<file path="src/rtl/mem_wb_unit.sv">
// Memory-access / write-back stage: fetches load data over a req/ack handshake
// (with a bounded wait), then issues a single register-file write and a done pulse.
module mem_wb_unit #(
  parameter int         ADDR_W    = 4,
  parameter int         DATA_W    = 8,
  parameter int         TIMEOUT   = 15,
  parameter logic [2:0] STATE_MEM = 3'd3
) (
  input  logic              clk,
  input  logic              rstn,
  input  logic [2:0]        state,
  input  logic              valid,
  input  logic              write,
  input  logic              data_en,
  input  logic [ADDR_W-1:0] data_addr,
  input  logic [DATA_W-1:0] alu_result,
  input  logic [4:0]        alu_reg,
  input  logic [4:0]        dest_reg,
  output logic              mem_req,
  output logic [ADDR_W-1:0] mem_addr,
  input  logic [DATA_W-1:0] mem_rdata,
  input  logic              mem_ack,
  output logic              rf_we,
  output logic [4:0]        rf_waddr,
  output logic [DATA_W-1:0] rf_wdata,
  output logic              done,
  output logic              timeout_err
);

  typedef enum logic [1:0] {
    S_IDLE,
    S_MEM_REQ,
    S_WB,
    S_HOLD
  } fsm_t;

  localparam logic [7:0] TIMEOUT_CNT = 8'(TIMEOUT);

  fsm_t       r_fsm;
  logic [7:0] r_cnt;
  logic       r_wr_en;
  logic [4:0] r_dest;

  logic [4:0] w_dest;
  logic       w_cnt_last;

  assign w_dest     = (alu_reg != 5'd0) ? alu_reg : dest_reg;
  assign w_cnt_last = ((r_cnt + 8'd1) == TIMEOUT_CNT);

  // rf_we/done are registered on entry to WB so they are high for exactly the WB cycle.
  always_ff @(posedge clk) begin
    if (!rstn) begin
      r_fsm       <= S_IDLE;
      r_cnt       <= '0;
      r_wr_en     <= 1'b0;
      r_dest      <= '0;
      mem_req     <= 1'b0;
      mem_addr    <= '0;
      rf_we       <= 1'b0;
      rf_waddr    <= '0;
      rf_wdata    <= '0;
      done        <= 1'b0;
      timeout_err <= 1'b0;
    end else begin
      rf_we <= 1'b0;
      done  <= 1'b0;
      case (r_fsm)
        S_IDLE: begin
          if (state == STATE_MEM) begin
            if (valid && data_en) begin
              r_dest   <= w_dest;
              r_wr_en  <= write && (w_dest != 5'd0);
              mem_req  <= 1'b1;
              mem_addr <= data_addr;
              r_cnt    <= '0;
              r_fsm    <= S_MEM_REQ;
            end else begin
              rf_waddr <= w_dest;
              rf_wdata <= alu_result;
              rf_we    <= valid && write && (w_dest != 5'd0);
              done     <= 1'b1;
              r_fsm    <= S_WB;
            end
          end
        end
        S_MEM_REQ: begin
          if (mem_ack) begin
            mem_req  <= 1'b0;
            rf_waddr <= r_dest;
            rf_wdata <= mem_rdata;
            rf_we    <= r_wr_en;
            done     <= 1'b1;
            r_fsm    <= S_WB;
          end else if (w_cnt_last) begin
            mem_req     <= 1'b0;
            timeout_err <= 1'b1;
            rf_waddr    <= r_dest;
            done        <= 1'b1;
            r_fsm       <= S_WB;
          end else begin
            r_cnt <= r_cnt + 8'd1;
          end
        end
        S_WB:    r_fsm <= S_HOLD;
        S_HOLD:  if (state != STATE_MEM) r_fsm <= S_IDLE;
        default: r_fsm <= S_IDLE;
      endcase
    end
  end

endmodule

</file>
<file path="config.mk">
export PLATFORM = sky130hd
export DESIGN_NAME = mem_wb_unit
export DESIGN_NICKNAME = d
export VERILOG_FILES = /design/src/rtl/mem_wb_unit.sv
export SDC_FILE = /design/constraint.sdc
export NUM_CORES = 1
export LEC_CHECK = 0
export ABC_AREA = 1
export CORE_AREA = 2 2 71 73
export CTS_BUF_LIST = sky130_fd_sc_hd__clkbuf_8
export CTS_CLUSTER_SIZE = 8
export DETAILED_ROUTE_END_ITERATION = 10
export DIE_AREA = 0 0 73 75
export PLACE_DENSITY_LB_ADDON = 0.25
export SETUP_SLACK_MARGIN = 0.4
export SLEW_MARGIN = 15
export SYNTH_ARGS = -nofsm -noshare
export SYNTH_HDL_FRONTEND = slang
export SYNTH_SLANG_ARGS = --single-unit
export TNS_END_PERCENT = 20
</file>
<file path="constraint.sdc">
create_clock -name clk -period 2.36 [get_ports clk]
set_input_delay 0.354 -clock clk [delete_from_list [all_inputs] [get_ports clk]]
set_output_delay 0.354 -clock clk [all_outputs]
set_load 0.005 [all_outputs]
</file>
**Word-level counts from Yosys, hierarchy flattened**

Index checks and enable logic that the tools add are counted.

- Bits in registers: 37
- Input bits: 39
- Output and inout bits: 21
- Word-level logic and storage cells: 77

- Add/subtract/negate cells: 1
- Equality and inequality tests: 14
- Multiplexer cells: 35
- Bitwise logic cells: 1
- Reductions and logical operators: 15

Operator list:

| kind | number |
|---|---|
| 8-bit two-way mux | 7 |
| 8-bit one-hot mux with 2 select lines | 2 |
| 5-bit two-way mux | 5 |
| 2-bit inequality test (second input constant) | 7 |
| 4-bit AND reduction | 3 |
| 1-bit two-way mux | 11 |
| 2-bit two-way mux | 5 |
| 5-bit one-hot mux with 2 select lines | 1 |
| 5-bit nonzero test | 2 |
| 3-bit AND reduction | 3 |
| 8-bit by 1-bit adder with 8-bit output (second input constant) | 1 |
| 8-bit by 4-bit equality test with 1-bit output (second input constant) | 1 |
| 2-bit one-hot mux with 4 select lines | 1 |
| 1-bit one-hot mux with 2 select lines | 3 |
| 5-bit AND reduction | 1 |
| 2-bit equality test (second input constant) | 2 |
| 1-bit logical AND | 4 |
| 3-bit by 2-bit equality test with 1-bit output (second input constant) | 1 |
| 3-bit by 2-bit inequality test with 1-bit output (second input constant) | 1 |
| 3-bit inequality test (second input constant) | 1 |
| 2-bit by 1-bit equality test with 1-bit output (second input constant) | 1 |
| 2-bit zero test | 1 |
| 2-bit nonzero test | 1 |
| 1-bit NOT | 1 |

**Depth between registers and ports, before layout**

- Depth in word-level cells: 7
- Depth in mapped cells: 13
- Gate-level depth less buffers: 13

**Least setup slack after synthesis**

OpenSTA, ideal clock, no wires.

- Path type: register to register
- Start: register r_fsm[0]
- End: register rf_wdata[6]
- Library setup time: 0.074 ns
- Data arrival time: 1.579 ns
- Required time: 2.286 ns
- Setup slack: 0.706 ns
- Cell stages (with the launch flop): 13
- Path buffers: 1
- Period minus slack after synthesis: 1.654 ns
- Cell sequence: dfxtp_1 > inv_1 > ha_1 > inv_1 > nor2_1 > inv_2 > o21ai_0 > inv_2 > nand3_1 > inv_2 > buf_2 > o21ai_1 > a31oi_1

- Longest elaborated chain between the ends: 3
- Elaborated cells on any way between the ends: 8
- Classes of those cells: eq/ne: 4; mux: 1; reduce/logical: 3

RTL lines:

| what | line | text |
|---|---|---|
| start, declared | 39 | `fsm_t r_fsm;` |
| start signal, assigned | 53 | `r_fsm <= S_IDLE;` |
| start signal, assigned | 76 | `r_fsm <= S_MEM_REQ;` |
| start signal, assigned | 82 | `r_fsm <= S_WB;` |
| 2-bit by 1-bit equality test with 1-bit output or 2-bit zero test (tied branches) | 67 | `case (r_fsm)` |
| 2-bit inequality test (no line) or 2-bit nonzero test (tied branches) | n/a |  |
| 4-bit AND reduction (no line) | n/a |  |
| end signal, assigned | 79 | `rf_wdata <= alu_result;` |
| end signal, assigned | 90 | `rf_wdata <= mem_rdata;` |
| end, declared | 25 | `output logic [DATA_W-1:0] rf_wdata,` |

Parallel ways exist; a longest one is shown, timed or not.
A chain may end at the register's enable or synchronous reset.

**Worst setup path in the final report**

- Start: register r_fsm[1]
- End: register rf_wdata[0]

The elaborated chain is that of the path after synthesis.

==> run summary <==
Max VDD drop: 0.356 mV
RSZ-0062 raised after global routing: yes
Critical Path End Type: flip-flop
DR WL/cell: 11.0 µm
syn nets: 353
DRT Wirelength: 4650 µm
Reg clk slew, reported paths: 0.07 ns
RePlAce Congestion: 0.820
Detailed Routing Iterations Pass 1: 4
synth top area cells: dfxtp_1 (36%), nand2_1 (15%), nor2_1 (8.1%)
final setup violation count: 0
Fin Setup TNS: 0 ns
met1 usage: 22.4%
worst-case reg-to-reg path depth: 11
Core Area: 4660 µm²
pin count of the biggest net entering global routing: 22
All-Layer GR Usage: 18.7%
Slew headroom: 77.3%
post-CTS setup buffer count: 0
via count: 2055
DRC errors left: 0
Lkg Pwr: 1.24 nW
storage element area: 742 µm²
min-delay src: timeout_err$_SDFFE_PN0P_
root buf cell: clkbuf_8
met3 Use GR: 5.22%
post-DP HPWL: 3530 µm
Initial Util: 43.5%
Cell Area, Synth: 2030 µm²
clk sinks: 37
GR peak layer: met2
hold depth: 1
Die W: 73 µm
Filler Cell Count: 437
first-pass GRT wire length: 7960 µm
multi-input logic area: 1080 µm²
Ys Warns: 0
post-route minimum period: 1.81 ns
num rows: 25
final hold violations: 0
# diodes: 0
startpoint types: flip-flop
Arr. time, crit path: 1.98 ns
Num CTS Buffers: 5
met2 Resource Use GR: 32.4%
asr flop ratio synth: 0%
CP Class: flip-flop to flip-flop
vias in the first global route: 1927
fin crit share: 76.7%
Area Growth Syn to Fin: 36.7%
H-tree levels: 2
reg2reg start: r_fsm[1]$_SDFFE_PN0P_
Post-DRT Antenna Nets: 0
Peak Freq: 0.552 GHz
number of enable flip-flop cells after synthesis: 0
area of the die: 5480 µm²
Seq/Total Area, Yosys: 36.5%
Synth Register Bits: 37
max-cap violations: 0
synth cell count leaders: nand2_1 (83), nor2_1 (44), dfxtp_1 (37), inv_1 (37), o21ai_0 (24)
WP data required: 2.53 ns
power consumption: 2.43 mW
ratio of cells with drive above 1 in the final layout: 9.73%
most frequent cell after synthesis: nand2_1
Initial DRC Count: 94
skew final: 0.00516 ns
Reg-to-Reg End: rf_wdata[0]$_SDFFE_PN0P_
status: finished, final reports clean
initial antenna violation count: 0
pwr/cell area: 875 nW/µm²
TritonCTS clock tree: built
Port Buffers: 59
global route overflow: 0
share of the synthesized area in the top cell type: 36.5%
Layout Nets: 415
Worst R2R Setup Slack: 0.55 ns
die height: 75 µm
clock latency on the worst-skew pair: 0.28 ns
Worst Path Max Fanout: 16
Clock Tree Buf Depth: 2
Hold Crit Class: flip-flop to flip-flop
Slew Viols, Final: 0
Mean Syn Cell Area: 6.59 µm²
Synth Flop Type: dfxtp_1
instance count of the mapped netlist: 308
vias per inst: 4.85
area leader, netlist: dfxtp_1
final worst setup slack: 0.549 ns
pre-CTS setup slack: 0.369 ns
hold worst-path end: timeout_err$_SDFFE_PN0P_
boundary pin count: 60
worst-margin pin slew: 0.340 ns
Synth cell types: 26
-- flip-flops by register name, summed over array words and instances (netlist names) --
register     flops
mem_addr         4
r_wr_en          1
r_cnt            8
mem_req          1
timeout_err      1
rf_waddr         5
done             1
rf_we            1
r_dest           5
r_fsm            2
rf_wdata         8
-- critical path, cell delays in order, from the launching register on --
cell and delay [ns]:
dfxtp_1 0.34, inv_1 0.10, ha_2 0.24, inv_1 0.08, nor2_1 0.13, inv_2 0.08, o21ai_0 0.10, inv_2 0.09
nand3_1 0.15, clkinv_4 0.14, o21ai_0 0.19, a31oi_1 0.05
-- worst max path at each step --
stage	start	to	slack, ns	depth (start not counted)
after floorplan	r_fsm[0]$_SDFFE_PN0P_	rf_wdata[6]$_SDFFE_PN0P_	0.71	12
after global placement	state[1]	rf_wdata[0]$_SDFFE_PN0P_	0.41	9
after detailed placement	state[1]	r_cnt[4]$_SDFFE_PN0P_	0.37	11
after CTS	r_fsm[0]$_SDFFE_PN0P_	rf_wdata[2]$_SDFFE_PN0P_	0.45	11
after global routing	r_fsm[1]$_SDFFE_PN0P_	r_cnt[4]$_SDFFE_PN0P_	0.38	12
final	r_fsm[1]$_SDFFE_PN0P_	rf_wdata[0]$_SDFFE_PN0P_	0.55	11
-- routing by layer --
layer  up-vias  wire [µm]
met5         -          0
met4         0         58
met3         6        245
met2        52       2180
met1       913       2160
li1       1084          -
-- cell type report --
cell class	count	share of cell area (%)
Multi-Input combinational cell	219	39.1
Sequential cell	37	26.7
Timing Repair Buffer	64	22.6
Inverter	43	6.00
Clock buffer	6	2.98
Tap cell	54	2.44
Clock inverter	1	0.135
-- stage by stage --
step	area, µm²	util (%)	cells	hold WS, ns
final	2770	59.5	424	0.478
after global routing	2770	59.5	424	0.513
after global placement	2680	57.4	417	0.456
after floorplan	2030	-	308	0.445
after detailed placement	2680	57.4	417	0.464
after CTS	2760	59.3	424	0.482
-- placed cells by master (no fill, tap or decap), types with 5 or more instances in the layout --
cell	count
buf_4	5
a31oi_1	8
inv_2	5
dfxtp_1	36
inv_1	38
clkbuf_8	6
a21oi_1	15
nand3_1	14
o21ai_0	22
clkdlybuf4s50_1	59
nor2_1	44
nand2_1	83
o21ai_1	5
-- power breakdown --
group	total [mW]	switching, mW	internal, mW
clock	0.437	0.209	0.227
combinational	1.14	0.665	0.478
sequential	0.848	0.0885	0.760
total	2.43	0.963	1.47
-- logic make-up after synthesis --
group | Yosys count | share of synthesized area, %
xor gates and xnor gates | 1 | 0.432
buffers and inverters | 52 | 10.4
DFF | 37 | 36.5
and+or+nand+nor | 159 | 35.0
AOI/OAI and AO/OA | 53 | 14.0
adders and majority gates | 6 | 3.70
-- what timing repair did --
item / CTS / global route
hold buffers: 0 / 0
hold endpoints to repair: 0 / 0
endpoints found under the setup margin: 0 / 13
resized for setup: 0 / 7
(Power assumes the default switching activity.)
